==> config.mk <==
export PLATFORM = sky130hd
export DESIGN_NAME = rtc_bus_sched_flat
export DESIGN_NICKNAME = d
export VERILOG_FILES = /design/src/rtl/rtc_bus_sched_if.sv /design/src/rtl/rtc_bus_sched.sv /design/src/flat_wrapper.sv
export SDC_FILE = /design/constraint.sdc
export NUM_CORES = 1
export LEC_CHECK = 0
export ABC_AREA = 1
export CAP_MARGIN = 40
export CORE_ASPECT_RATIO = 1.75
export CORE_UTILIZATION = 48
export CTS_BUF_LIST = sky130_fd_sc_hd__clkbuf_8
export CTS_CLUSTER_SIZE = 8
export DETAILED_ROUTE_END_ITERATION = 6
export GPL_ROUTABILITY_DRIVEN = 0
export PLACE_DENSITY = 0.85
export SETUP_SLACK_MARGIN = 0.2
export SYNTH_ARGS = -nofsm -noshare
export SYNTH_HDL_FRONTEND = slang
export SYNTH_SLANG_ARGS = --single-unit
==> constraint.sdc <==
create_clock -name clk -period 2.21 [get_ports clk]
set_clock_uncertainty 0.05 [all_clocks]
set_input_delay 0.3315 -clock clk [delete_from_list [all_inputs] [get_ports clk]]
set_output_delay 0.3315 -clock clk [all_outputs]
set_load 0.005 [all_outputs]
==> src/rtl/rtc_bus_sched_if.sv <==
// Requester-side and RTC-pin signals of the bus scheduler, bundled as one port.
interface rtc_bus_sched_if;
    logic [2:0]  req;
    logic [23:0] req_addr;
    logic [23:0] req_wdata;
    logic [2:0]  req_rnw;
    logic [2:0]  grant;
    logic [2:0]  done;
    logic [7:0]  rdata;
    logic        busy;
    logic        a_d;
    logic        cs_n;
    logic        rd_n;
    logic        wr_n;
    logic [7:0]  ad_out;
    logic        ad_oe;
    logic [7:0]  ad_in;

    // Scheduler view: consumes requests and the AD input, drives strobes.
    modport slave (
        input  req, req_addr, req_wdata, req_rnw, ad_in,
        output grant, done, rdata, busy, a_d, cs_n, rd_n, wr_n, ad_out, ad_oe
    );

    // Requester / pin view: the mirror image of the scheduler.
    modport master (
        output req, req_addr, req_wdata, req_rnw, ad_in,
        input  grant, done, rdata, busy, a_d, cs_n, rd_n, wr_n, ad_out, ad_oe
    );
endinterface

==> src/rtl/rtc_bus_sched.sv <==
// Fixed-priority scheduler running one address+data RTC transaction at a time
// and generating the multiplexed-bus strobes from registered outputs.
module rtc_bus_sched #(
    parameter int unsigned T_STROBE = 4,
    parameter int unsigned T_GAP    = 2
) (
    input  logic           clk,
    input  logic           reset,
    rtc_bus_sched_if.slave bus
);

    typedef enum logic [2:0] {
        S_IDLE,
        S_ADDR,
        S_GAP1,
        S_DATA,
        S_GAP2,
        S_DONE
    } state_e;

    localparam logic [7:0] STROBE_LOAD = 8'(T_STROBE - 1);
    localparam logic [7:0] GAP_LOAD    = 8'(T_GAP - 1);

    // Phase lengths of zero would underflow the counter load.
    if (T_STROBE < 1 || T_STROBE > 255) begin : g_bad_strobe
        $error("rtc_bus_sched: T_STROBE must be in 1..255");
    end
    if (T_GAP < 1 || T_GAP > 255) begin : g_bad_gap
        $error("rtc_bus_sched: T_GAP must be in 1..255");
    end

    state_e      state_q, state_d;
    logic [7:0]  cnt_q, cnt_d;
    logic [7:0]  addr_q, addr_d;
    logic [7:0]  wdata_q, wdata_d;
    logic        rnw_q, rnw_d;
    logic [2:0]  grant_q, grant_d;
    logic [2:0]  done_q, done_d;
    logic [7:0]  rdata_q, rdata_d;
    logic        busy_q, busy_d;
    logic        a_d_q, a_d_d;
    logic        cs_n_q, cs_n_d;
    logic        rd_n_q, rd_n_d;
    logic        wr_n_q, wr_n_d;
    logic [7:0]  ad_out_q, ad_out_d;
    logic        ad_oe_q, ad_oe_d;
    logic [1:0]  win_idx;

    // Next-state, request latching and next values of every registered output.
    always_comb begin
        // NOTE: every signal gets a default first so no path through the case
        // leaves one unassigned, which would otherwise infer a latch.
        state_d = state_q;
        cnt_d   = cnt_q;
        addr_d  = addr_q;
        wdata_d = wdata_q;
        rnw_d   = rnw_q;
        grant_d = grant_q;
        rdata_d = rdata_q;
        win_idx = 2'd0;

        unique case (state_q)
            S_IDLE: begin
                if (|bus.req) begin
                    // init > write-back > refresh
                    if (bus.req[0])      win_idx = 2'd0;
                    else if (bus.req[1]) win_idx = 2'd1;
                    else                 win_idx = 2'd2;
                    grant_d = 3'b001 << win_idx;
                    addr_d  = bus.req_addr[8*win_idx +: 8];
                    wdata_d = bus.req_wdata[8*win_idx +: 8];
                    rnw_d   = bus.req_rnw[win_idx];
                    cnt_d   = STROBE_LOAD;
                    state_d = S_ADDR;
                end
            end
            S_ADDR: begin
                if (cnt_q == 8'd0) begin
                    cnt_d   = GAP_LOAD;
                    state_d = S_GAP1;
                end else begin
                    cnt_d = cnt_q - 8'd1;
                end
            end
            S_GAP1: begin
                if (cnt_q == 8'd0) begin
                    cnt_d   = STROBE_LOAD;
                    state_d = S_DATA;
                end else begin
                    cnt_d = cnt_q - 8'd1;
                end
            end
            S_DATA: begin
                if (cnt_q == 8'd0) begin
                    // The edge that ends DATA is the read sample point.
                    if (rnw_q) rdata_d = bus.ad_in;
                    cnt_d   = GAP_LOAD;
                    state_d = S_GAP2;
                end else begin
                    cnt_d = cnt_q - 8'd1;
                end
            end
            S_GAP2: begin
                if (cnt_q == 8'd0) begin
                    state_d = S_DONE;
                end else begin
                    cnt_d = cnt_q - 8'd1;
                end
            end
            S_DONE: begin
                grant_d = 3'b000;
                state_d = S_IDLE;
            end
            default: begin
                grant_d = 3'b000;
                state_d = S_IDLE;
            end
        endcase

        // Outputs are decoded from the next state so they leave flops directly.
        busy_d  = (state_d != S_IDLE);
        done_d  = (state_d == S_DONE) ? grant_q : 3'b000;
        cs_n_d  = !((state_d == S_ADDR) || (state_d == S_DATA));
        wr_n_d  = !((state_d == S_ADDR) || ((state_d == S_DATA) && !rnw_d));
        rd_n_d  = !((state_d == S_DATA) && rnw_d);
        ad_oe_d = (state_d == S_ADDR) || ((state_d == S_DATA) && !rnw_d);

        // a_d and ad_out hold through the gaps.
        a_d_d    = a_d_q;
        ad_out_d = ad_out_q;
        if (state_d == S_ADDR) begin
            a_d_d    = 1'b0;
            ad_out_d = addr_d;
        end else if ((state_d == S_DATA) || (state_d == S_GAP2)) begin
            a_d_d = 1'b1;
            if ((state_d == S_DATA) && !rnw_d) ad_out_d = wdata_d;
        end
    end

    // State, counter, latched request and registered outputs.
    always_ff @(posedge clk or posedge reset) begin
        if (reset) begin
            state_q  <= S_IDLE;
            cnt_q    <= 8'd0;
            addr_q   <= 8'd0;
            wdata_q  <= 8'd0;
            rnw_q    <= 1'b0;
            grant_q  <= 3'b000;
            done_q   <= 3'b000;
            rdata_q  <= 8'd0;
            busy_q   <= 1'b0;
            a_d_q    <= 1'b0;
            cs_n_q   <= 1'b1;
            rd_n_q   <= 1'b1;
            wr_n_q   <= 1'b1;
            ad_out_q <= 8'd0;
            ad_oe_q  <= 1'b0;
        end else begin
            // NOTE: non-blocking so every flop samples pre-edge values together.
            state_q  <= state_d;
            cnt_q    <= cnt_d;
            addr_q   <= addr_d;
            wdata_q  <= wdata_d;
            rnw_q    <= rnw_d;
            grant_q  <= grant_d;
            done_q   <= done_d;
            rdata_q  <= rdata_d;
            busy_q   <= busy_d;
            a_d_q    <= a_d_d;
            cs_n_q   <= cs_n_d;
            rd_n_q   <= rd_n_d;
            wr_n_q   <= wr_n_d;
            ad_out_q <= ad_out_d;
            ad_oe_q  <= ad_oe_d;
        end
    end

    assign bus.grant  = grant_q;
    assign bus.done   = done_q;
    assign bus.rdata  = rdata_q;
    assign bus.busy   = busy_q;
    assign bus.a_d    = a_d_q;
    assign bus.cs_n   = cs_n_q;
    assign bus.rd_n   = rd_n_q;
    assign bus.wr_n   = wr_n_q;
    assign bus.ad_out = ad_out_q;
    assign bus.ad_oe  = ad_oe_q;

endmodule

==> src/flat_wrapper.sv <==
// flat-port wrapper written by rule: the top's interface ports become plain ports
module rtc_bus_sched_flat 
#(
    parameter int unsigned T_STROBE = 4,
    parameter int unsigned T_GAP    = 2
)
  (clk, reset, bus_req, bus_req_addr, bus_req_wdata, bus_req_rnw, bus_ad_in, bus_grant, bus_done, bus_rdata, bus_busy, bus_a_d, bus_cs_n, bus_rd_n, bus_wr_n, bus_ad_out, bus_ad_oe);
  rtc_bus_sched_if bus_i ();
  input  logic clk;
  input  logic reset;
  input wire logic [$bits(bus_i.req)-1:0] bus_req;
  input wire logic [$bits(bus_i.req_addr)-1:0] bus_req_addr;
  input wire logic [$bits(bus_i.req_wdata)-1:0] bus_req_wdata;
  input wire logic [$bits(bus_i.req_rnw)-1:0] bus_req_rnw;
  input wire logic [$bits(bus_i.ad_in)-1:0] bus_ad_in;
  output wire logic [$bits(bus_i.grant)-1:0] bus_grant;
  output wire logic [$bits(bus_i.done)-1:0] bus_done;
  output wire logic [$bits(bus_i.rdata)-1:0] bus_rdata;
  output wire logic [$bits(bus_i.busy)-1:0] bus_busy;
  output wire logic [$bits(bus_i.a_d)-1:0] bus_a_d;
  output wire logic [$bits(bus_i.cs_n)-1:0] bus_cs_n;
  output wire logic [$bits(bus_i.rd_n)-1:0] bus_rd_n;
  output wire logic [$bits(bus_i.wr_n)-1:0] bus_wr_n;
  output wire logic [$bits(bus_i.ad_out)-1:0] bus_ad_out;
  output wire logic [$bits(bus_i.ad_oe)-1:0] bus_ad_oe;
  assign bus_i.req = bus_req;
  assign bus_i.req_addr = bus_req_addr;
  assign bus_i.req_wdata = bus_req_wdata;
  assign bus_i.req_rnw = bus_req_rnw;
  assign bus_i.ad_in = bus_ad_in;
  assign bus_grant = bus_i.grant;
  assign bus_done = bus_i.done;
  assign bus_rdata = bus_i.rdata;
  assign bus_busy = bus_i.busy;
  assign bus_a_d = bus_i.a_d;
  assign bus_cs_n = bus_i.cs_n;
  assign bus_rd_n = bus_i.rd_n;
  assign bus_wr_n = bus_i.wr_n;
  assign bus_ad_out = bus_i.ad_out;
  assign bus_ad_oe = bus_i.ad_oe;
  rtc_bus_sched #(.T_STROBE(T_STROBE), .T_GAP(T_GAP)) u_core (.clk(clk), .reset(reset), .bus(bus_i));
endmodule
# After elaboration in Yosys (flattened, before gate mapping)
# Cells that the tools add are included.
# word_totals
regBits	56
output_inout_bits	28
in_bits	64
# op_classes
eq_ne	10
n_reduce_logical	22
magnitude_cmp	1
add_sub_neg	1
shift	3
muxes	31
n_bitwise	1
# ops
operator	n
two-way mux 8 bit	11
variable part select 24 x 6 -> 8 bit	2
case mux 8 bit (4 select lines)	1
two-way mux 3 bit	7
case mux 3 bit (5 select lines)	1
equality test 3 x 2 -> 1 bit (second input constant)	3
equality test 3 bit (second input constant)	3
logical NOT 8 bit	1
two-way mux 2 bit	4
subtractor 8 x 1 -> 8 bit (second input constant)	1
equality test 3 x 1 -> 1 bit (second input constant)	2
case mux 3 bit (2 select lines)	1
AND reduction 3 bit	2
two-way mux 1 bit	5
logical NOT 1 bit	4
AND reduction 2 bit	2
nonzero test 2 bit	2
nonzero test 4 bit	1
OR reduction 4 bit	1
logical NOT 3 bit	1
logical OR 1 bit	3
< comparator 2 x 3 -> 1 bit (second input constant)	1
nonzero test 3 bit	1
OR reduction 3 bit	1
7 further kinds	8

# Depth between registers and ports, before layout
# Gate-level depths: netlist of the first run.
# depth
depth_word	13
depth_mapped	13
ltp_nobuf	12

# Worst setup path before layout of the first run
# OpenSTA, ideal clock, no wires.
# synth_timing
path_type	reg-to-reg
startpoint	reg u_core.cnt_q[0]
endpoint	reg u_core.ad_out_q[0] (netlist: u_core.bus.ad_out[0])
setup_slack_ns	0.594
setup_time_ns	0.116
stages_incl_launch_ff	12
t_arrival_ns	1.450
synth_period_minus_slack_ns	1.616
cell_sequence	dfrtp_1 > inv_1 > ha_1 > nand2_1 > nor2_1 > nand2_1 > nand2_2 > nand3_2 > nand3_4 > clkinv_4 > nand2_1 > nand2_1
# synth_via
elab_chain_cells	7
word_cells_on_any_way	15
cone_classes	eq/ne (3); mux (6); reduce/logical (6)
# synth_rtl
item	line	text
start, declared	rtc_bus_sched.sv:33	logic [7:0] cnt_q, cnt_d;
start signal, assigned	rtc_bus_sched.sv:161	cnt_q <= cnt_d;
logical NOT 8 bit *	n/a	
two-way mux 3 bit, on equally long branches	n/a	
case mux 3 bit (5 select lines) *	rtc_bus_sched.sv:62	unique case (state_q)
equality test 3 x 2 -> 1 bit or equality test 3 bit (tied branches)	rtc_bus_sched.sv:134, rtc_bus_sched.sv:136	
logical AND 1 bit or logical OR 1 bit (tied branches)	rtc_bus_sched.sv:136, rtc_bus_sched.sv:134	
nonzero test 2 bit (no source line)	n/a	
AND reduction 2 bit (no source line)	n/a	
end signal, assigned	rtc_bus_sched.sv:173	ad_out_q <= ad_out_d;
end, declared	rtc_bus_sched.sv:45	logic [7:0] ad_out_q, ad_out_d;
# Every way passes the cells marked *; elsewhere a longest branch is shown, timed or not.
# A chain may end at the register's enable or synchronous reset.

# Final worst setup path of the first run
# layout_timing
startpoint	reg u_core.cnt_q[0]
endpoint	reg u_core.ad_out_q[0] (netlist: u_core.bus.ad_out[0])
# layout_via
elab_chain_cells	7
word_cells_on_any_way	15
cone_classes	eq/ne (3); mux (6); reduce/logical (6)
# layout_rtl
item	line	text
logical NOT 8 bit *	n/a	
two-way mux 3 bit, on equally long branches	n/a	
case mux 3 bit (5 select lines) *	rtc_bus_sched.sv:62	
via u_core.state_d[0]	rtc_bus_sched.sv:32	state_e state_q, state_d;
equality test 3 x 2 -> 1 bit or equality test 3 bit (tied branches)	rtc_bus_sched.sv:134, rtc_bus_sched.sv:136	
logical AND 1 bit or logical OR 1 bit (tied branches)	rtc_bus_sched.sv:136, rtc_bus_sched.sv:134	
nonzero test 2 bit (no source line)	n/a	
AND reduction 2 bit (no source line)	n/a	
# The timed path passes the listed nets; every way through them passes the cells marked *.

==> metrics.md, run 1 <==
| Metric | Value |
|---|---|
| Clk network pwr share | `28.9%` |
| Clk slew on worst S/H paths | `0.11 ns` |
| Initial Utilization | `49.9%` |
| Post-route setup slack | `0.354 ns` |
| Worst skew pair latency | `0.31 ns` |
| HPWL after DPL | `5.75 mm` |
| Final setup viols | `0` |
| Top cell type's share of synthesized area | `45.2%` |
| Row count | `37` |
| Core region area | `5880 um^2` |
| R2R Setup Slk | `0.35 ns` |
| Post-CTS Setup Bufs | `0` |
| Wire length of the first global-routing pass | `12.0 mm` |
| Ys flop type | `dfrtp_1` |
| Global route total overflow | `0` |
| Async S/R FF share, synth | `100%` |
| Hold Vio Cnt, Final | `0` |
| Arr. time, crit path | `2.07 ns` |
| Metal3 WL | `215 um` |
| RSZ-0062 raised after global routing | `no` |
| Combinational share of power | `16.9%` |
| Via Count | `2698` |
| CP max FO | `10` |
| Hold buffers post-CTS | `0` |
| Post-Syn Instances | `362` |
| Internal power | `1530 uW` |
| Fin. max-slew vios | `0` |
| Final antenna-violating net count | `0` |
| Worst min-delay path category | `input pin to asynchronous set/reset pin` |
| Area contributors post-synth | `dfrtp_1 (45%), nand2_1 (15%), a21oi_1 (4.8%), nand3_1 (4.4%), inv_1 (4.0%)` |
| TritonCTS buffer count | `5` |
| CP Capture Type | `flip-flop` |
| N_diodes | `0` |
| DP Worst Slack | `0.0231 ns` |
| Nets | `526` |
| Worst Hold Slack | `0.272 ns` |
| Initial antenna violation count | `0` |
| Worst-margin pin slew | `0.422 ns` |
| Max-cap check violation count | `0` |
| Switch Pwr | `527 uW` |
| CTS Root Cell | `clkbuf_8` |
| Synth warn | `0` |
| EDFF count, synth | `0` |
| Switch share | `25.7%` |
| Status | `finished clean` |
| Die Footprint | `6450 um^2` |
| DIE WIDTH | `61.1 um` |
| Max transition margin | `71.9%` |
| Cts repair resizes | `0` |
| Clock sink count | `56` |
| FF-to-FF path depth | `10` |
| Flop pwr share | `54.3%` |
| Max VDD drop | `0.499 mV` |
| Largest net degree at the start of global routing | `25` |
| Syn nets | `428` |
| Max Clock Freq | `539 MHz` |
| Die height | `105 um` |
| 1st-iter DRT viols | `127` |
| Mapped Area | `2940 um^2` |
| Post-route minimum period | `1.86 ns` |
| TritonCTS clock tree | `done` |
| Total global routing track utilization | `24.4%` |
| Fraction of layout cells with a size suffix above 1 | `12.8%` |
| Post-route setup TNS | `0 ns` |
| Synthesis-to-layout area growth | `38.4%` |
| Wl on met1 | `2.38 mm` |
| Final Util | `69.1%` |
| Tot Pwr | `2050 uW` |
| Remaining DRCs | `0` |
| Vias in the first global route | `2844` |
| Final period utilization | `84.0%` |
| PD cells | `505 nW/um^2` |
| Drt wl/cell | `13.1 um` |
| Avg Vias per Cell | `5.01` |
| Wire length on met2 | `4.17 mm` |
| Crit path launch type | `flip-flop` |
| Port bufs | `91` |
| Seq cells post-synth | `56` |
| Boundary Pins | `92` |
| Synth area leader | `dfrtp_1` |
| H-tree levels | `2` |
| Number of distinct library cells after synthesis | `32` |
| DR pass1 iterations | `4` |
| Top Metal Used | `met4` |
| Critical path type | `flip-flop to flip-flop` |
| Routed Wire Length | `7.05 mm` |
| Leak | `0.00193 uW` |
| Reg2reg end | `u_core.bus.ad_out[0]$_DFFE_PP0P_` |
| Worst r2r src | `u_core.cnt_q[0]$_DFFE_PP0P_` |
| Max Root-Sink Buffers | `2` |
| Critical path required time | `2.42 ns` |
| Post-synthesis sequential area ratio | `47.8%` |
| Post-Syn Area per Cell | `8.11 um^2` |
[cell type report]
type / count / area [um^2]
Clock inverter: 3 / 27.5
Fill cell: 509 / 1820
Clock buffer: 5 / 68.8
Multi-Input combinational cell: 262 / 1340
Timing Repair Buffer: 99 / 986
Sequential cell: 56 / 1410
Tap cell: 78 / 97.6
Inverter: 36 / 140
[logic make-up (layout without fill, tap and decap cells)]
| family | count (synthesis) | count (layout) | share of synthesized area (%) |
|---|---|---|---|
| buf+inv | 44 | 143 | 6.73 |
| compound gates | 45 | 45 | 8.22 |
| simple gates | 207 | 207 | 33.3 |
| mux | 8 | 8 | 3.07 |
| fa+ha+maj | 2 | 2 | 0.852 |
| flops | 56 | 56 | 47.8 |
[critical path, cell delays in order (launching register included)]
cell and delay (ns):
dfrtp_1 0.39, inv_1 0.12, ha_1 0.19, nand3_1 0.13, nor2_4 0.22, nand2_1 0.15
nand3_4 0.14, nand3_4 0.15, clkinv_4 0.12, nand2_1 0.06, nand2_1 0.07
[power groups by stage]
stage | registers (uW) | clock network [uW] | logic (uW)
6_report | 1110 | 593 | 346
5_1_grt | 1120 | 640 | 385
4_1_cts | 1110 | 599 | 350
3_5_place_dp | 1130 | 0 | 348
3_3_place_gp | 1130 | 0 | 340
2_1_floorplan | 1130 | 0 | 142
[per-stage QoR]
| step | std cells | cell area, um^2 |
|---|---|---|
| detailed placement | 531 | 3960 |
| CTS | 539 | 4060 |
| global placement | 531 | 3960 |
| floorplan | 362 | 2940 |
| global route | 539 | 4060 |
| finish | 539 | 4060 |
[state kept, by name (all words and copies together) (netlist names), 3 cells and up]
register / count
u_core.cnt_q: 8
u_core.bus.grant: 3
u_core.state_q: 3
u_core.wdata_q: 8
u_core.bus.ad_out: 8
u_core.bus.rdata: 8
u_core.addr_q: 8
u_core.bus.done: 3
[layout by cell type (no fill, tap or decap), types with 2 or more instances in the layout]
cell             synthesis  layout
inv_2                    4       6
clkdlybuf4s50_1          0      90
or2_2                    6       6
ha_1                     2       2
nand3_1                 26      26
inv_1                   31      29
dfstp_2                  3       3
buf_4                    0       7
nand2_4                  1       2
nor2_8                   2       2
dfrtp_1                 53      53
nor2_1                  26      26
a22oi_1                  3       3
nor2_2                   4       4
nand3_2                  2       2
and2_1                   8       8
clkbuf_8                 0       5
nand2_1                117     117
a21oi_1                 28      28
nand2_2                  6       5
o21ai_0                  8       8
nor2_4                   2       2
mux2_2                   8       8
or2_1                    3       3
nand3_4                  2       2
nand4_1                  2       2
clkinv_4                 1       2
o22ai_1                  2       2
[synthesized netlist by cell type (3+ instances only)]
| cell type | instances |
|---|---|
| or2_1 | 3 |
| nor2_1 | 26 |
| nand2_2 | 6 |
| nand2_1 | 117 |
| a21oi_1 | 28 |
| o21ai_0 | 8 |
| dfrtp_1 | 53 |
| buf_2 | 4 |
| nor2_2 | 4 |
| and2_1 | 8 |
| nand3_1 | 26 |
| inv_1 | 31 |
| inv_2 | 4 |
| dfstp_2 | 3 |
| a22oi_1 | 3 |
| mux2_2 | 8 |
| buf_6 | 3 |
| or2_2 | 6 |
[how the worst max path moves through the flow]
stage / startpoint / to / depth (start not counted)
2_1_floorplan: reset / u_core.addr_q[0]$_DFF_PP0_ / 1
3_3_place_gp: bus_req[0] / u_core.bus.rd_n$_DFF_PP1_ / 10
3_5_place_dp: bus_req[0] / u_core.bus.ad_out[0]$_DFFE_PP0P_ / 12
4_1_cts: bus_req[0] / u_core.bus.ad_out[1]$_DFFE_PP0P_ / 12
5_1_grt: u_core.cnt_q[0]$_DFFE_PP0P_ / u_core.bus.ad_out[2]$_DFFE_PP0P_ / 11
6_report: u_core.cnt_q[0]$_DFFE_PP0P_ / u_core.bus.ad_out[0]$_DFFE_PP0P_ / 10
[layer usage]
metal | global-route usage [%] | up-vias
met4 | 11.0 | 0
li1 | - | 1341
met3 | 3.07 | 26
met2 | 46.1 | 79
met5 | 0 | -
met1 | 24.6 | 1252
Note: power is estimated with default switching activity, not from simulation.
==> inputs of run 2 (changes only) <==
Clock period 2.21 ns to 1.9 ns, I/O delays scaled along.
==> run 2 against run 1 <==
Design area up 9.8%. Non-clock buffer count up 23. Wire length up 13%. Highest routed layer unchanged. Critical path type unchanged. Largest power group unchanged. Largest cell class is now multi-input gates. Fmax up 8.4%. Critical endpoint unchanged.
==> metrics.md, run 2 (synthesis results as in run 1) <==
| Metric | Value |
|---|---|
| Status | `finished clean` |
| Max-cap check violation count | `0 (unchanged)` |
| Max Clock Freq | `584 MHz (+8.4%)` |
| Final Util | `75.9% (+6.8 points)` |
| PD cells | `594 nW/um^2 (+18%)` |
| Avg Vias per Cell | `5.17 (+3.3%)` |
| Max transition margin | `62.8% (-9.1 points)` |
| Worst skew pair latency | `0.32 ns (about the same)` |
| Combinational share of power | `15.8% (-1.1 points)` |
| H-tree levels | `2 (unchanged)` |
| Arr. time, crit path | `1.92 ns (-0.15 ns)` |
| Nets | `551 (+4.8%)` |
| Fin. max-slew vios | `0 (unchanged)` |
| Remaining DRCs | `0 (unchanged)` |
| Post-route setup slack | `0.188 ns (-0.166 ns)` |
| R2R Setup Slk | `0.19 ns (-0.17 ns)` |
| Initial antenna violation count | `0 (unchanged)` |
| Clk slew on worst S/H paths | `0.11 ns (about the same)` |
| TritonCTS clock tree | `done` |
| CTS Root Cell | `clkbuf_8` |
| Worst min-delay path category | `input pin to asynchronous set/reset pin` |
| Post-route minimum period | `1.71 ns (-0.144 ns)` |
| Crit path launch type | `flip-flop` |
| Hold buffers post-CTS | `0 (unchanged)` |
| Bufs and invs on worst path | `2 (unchanged)` |
| Initial Utilization | `49.9% (unchanged)` |
| Max Root-Sink Buffers | `2 (unchanged)` |
| Row count | `37 (unchanged)` |
| FF-to-FF path depth | `10 (unchanged)` |
| Dpl cells | `543 (+2.3%)` |
| Final setup viols | `0 (unchanged)` |
| Clock sink count | `56 (unchanged)` |
| Most common cell after layout, fill and taps aside | `nand2_1` |
| Leak | `0.00215 uW (+11%)` |
| Worst r2r src | `u_core.cnt_q[0]$_DFFE_PP0P_` |
| Cell at the slowest stage of the critical path | `dfrtp_1` |
| RSZ-0062 raised after global routing | `yes` |
| CP Capture Type | `flip-flop` |
| Synthesis-to-layout area growth | `52.0%` |
| DP Worst Slack | `-0.136 ns (-0.159 ns)` |
| 1st-iter DRT viols | `150 (+18%)` |
| Reg2reg end | `u_core.bus.ad_out[0]$_DFFE_PP0P_` |
| Core region area | `5880 um^2 (unchanged)` |
| Area of the multi-input gates | `1470 um^2 (+9.9%)` |
| Worst-margin pin slew | `0.558 ns (+0.136 ns)` |
| Internal power | `2040 uW (+34%)` |
| Largest net degree at the start of global routing | `25 (unchanged)` |
| Wire length of the first global-routing pass | `13.0 mm (+7.9%)` |
| Crit-path cells | `inv_2 > ha_4 > nand3_2 > nor2_4 > nand2_2 > nand3_4 > nand3_4 > clkinv_4 > nand2_2 > nand2_1` |
| Final period utilization | `90.1% (+6.1 points)` |
| Die Footprint | `6450 um^2 (unchanged)` |
| Routed Wire Length | `8.01 mm (+13%)` |
| Hold Vio Cnt, Final | `0 (unchanged)` |
| Critical path required time | `2.11 ns (-0.31 ns)` |
| Fraction of layout cells with a size suffix above 1 | `22.6% (+9.8 points)` |
| Max VDD drop | `0.448 mV (-10%)` |
| Final antenna-violating net count | `0 (unchanged)` |
| Switch share | `22.9% (-2.8 points)` |
| Switch Pwr | `606 uW (+15%)` |
| Critical path type | `flip-flop to flip-flop` |
| HPWL after DPL | `5.90 mm (+2.6%)` |
| Global route total overflow | `0 (unchanged)` |
| N_diodes | `0 (unchanged)` |
| CP top delay family | `simple AND/OR/NAND/NOR gates` |
| Storage cell area | `1410 um^2 (+0.18%)` |
| Most frequent cells in the layout | `nand2_1 (102), clkdlybuf4s50_1 (86), dfrtp_1 (51)` |
| Tot Pwr | `2650 uW (+29%)` |
| CP max FO | `7 (-3)` |
| Filler instances | `410 (-19%)` |
| Flop pwr share | `48.9% (-5.4 points)` |
| DR pass1 iterations | `4 (unchanged)` |
| Clk network pwr share | `35.3% (+6.4 points)` |
| Via Count | `2916 (+8.1%)` |
| DIE WIDTH | `61.1 um (unchanged)` |
| Boundary Pins | `92 (unchanged)` |
| Drt wl/cell | `14.2 um (+8.5%)` |
| Final Instance Count excl. Fillers | `564 (+4.6%)` |
| TritonCTS buffer count | `5 (unchanged)` |
| Post-route setup TNS | `0 ns (unchanged)` |
| Vias in the first global route | `3060 (+7.6%)` |
| CP peak stage delay | `0.41 ns (+0.02 ns)` |
| Total global routing track utilization | `26.9% (+2.5 points)` |
| Port bufs | `91 (unchanged)` |
| Die height | `105 um (unchanged)` |
-- run 2: per-layer routing --
| metal | vias up | wire, um | track usage [%] |
|---|---|---|---|
| met1 | 1375 | 2580 | 25.1 |
| met2 | 103 | 4660 | 49.8 |
| met3 | 44 | 264 | 4.42 |
| met5 | - | 0 | 0 |
| li1 | 1394 | - | - |
| met4 | 0 | 496 | 16.7 |
-- run 2: metrics by stage --
step / area, um^2 / hold slack, ns
2_1_floorplan: 2940 / 0.314
3_3_place_gp: 4080 / 0.414
3_5_place_dp: 4080 / 0.415
4_1_cts: 4320 / 0.324
5_1_grt: 4460 / 0.346
6_report: 4460 / 0.305
-- run 2: repair_timing --
action / in CTS / in global routing
buffers inserted: 6 / 5
gates resized for setup: 16 / 33
gates cloned: 2 / 0
pin swaps: 5 / 16
endpoints found under the hold margin: 0 / 0
setup endpoints to repair: 27 / 33
-- run 2: worst max path at each step --
| stage | slack, ns | endpoint | cells after the start | start |
|---|---|---|---|---|
| 2_1_floorplan | 0.28 | u_core.bus.ad_out[0]$_DFFE_PP0P_ | 11 | u_core.cnt_q[0]$_DFFE_PP0P_ |
| 3_3_place_gp | -0.12 | u_core.bus.ad_out[6]$_DFFE_PP0P_ | 12 | bus_req[0] |
| 3_5_place_dp | -0.14 | u_core.bus.ad_out[3]$_DFFE_PP0P_ | 11 | bus_req[0] |
| 4_1_cts | 0.18 | u_core.bus.ad_out[5]$_DFFE_PP0P_ | 9 | u_core.state_q[1]$_DFF_PP0_ |
| 5_1_grt | 0.12 | u_core.bus.ad_out[1]$_DFFE_PP0P_ | 10 | u_core.cnt_q[0]$_DFFE_PP0P_ |
| 6_report | 0.19 | u_core.bus.ad_out[0]$_DFFE_PP0P_ | 10 | u_core.cnt_q[0]$_DFFE_PP0P_ |
-- run 2: worst register-to-register path: cells and delay by family, from the launching register on --
| kind | cells | cell delay (ns) |
|---|---|---|
| buffers and inverters | 2 | 0.21 |
| DFF | 1 | 0.41 |
| and+or+nand+nor | 7 | 0.83 |
| adders and majority gates | 1 | 0.14 |
-- run 2: final cells by class --
| cell class | instances | share of cell area (%) |
|---|---|---|
| clock inverters | 3 | 1.54 |
| inverters | 36 | 3.28 |
| flip-flops and latches | 56 | 31.5 |
| repair buffers | 122 | 26.7 |
| well taps | 78 | 2.19 |
| multi-input cells | 263 | 33.0 |
| clock buffers | 5 | 1.54 |
| repair inverters | 1 | 0.196 |
-- run 2: power by group through the flow --
stage | sequential [uW] | clock [uW] | combinational (uW)
2_1_floorplan | 1310 | 0 | 166
3_3_place_gp | 1320 | 0 | 405
3_5_place_dp | 1320 | 0 | 413
4_1_cts | 1290 | 943 | 414
5_1_grt | 1300 | 995 | 463
6_report | 1300 | 936 | 419
==> inputs of run 3 (changes only) <==
Settings changed: CAP_MARGIN 40 to unset.
==> results of run 3 <==
Final layout, timing and power as in run 2 (identical DEF).
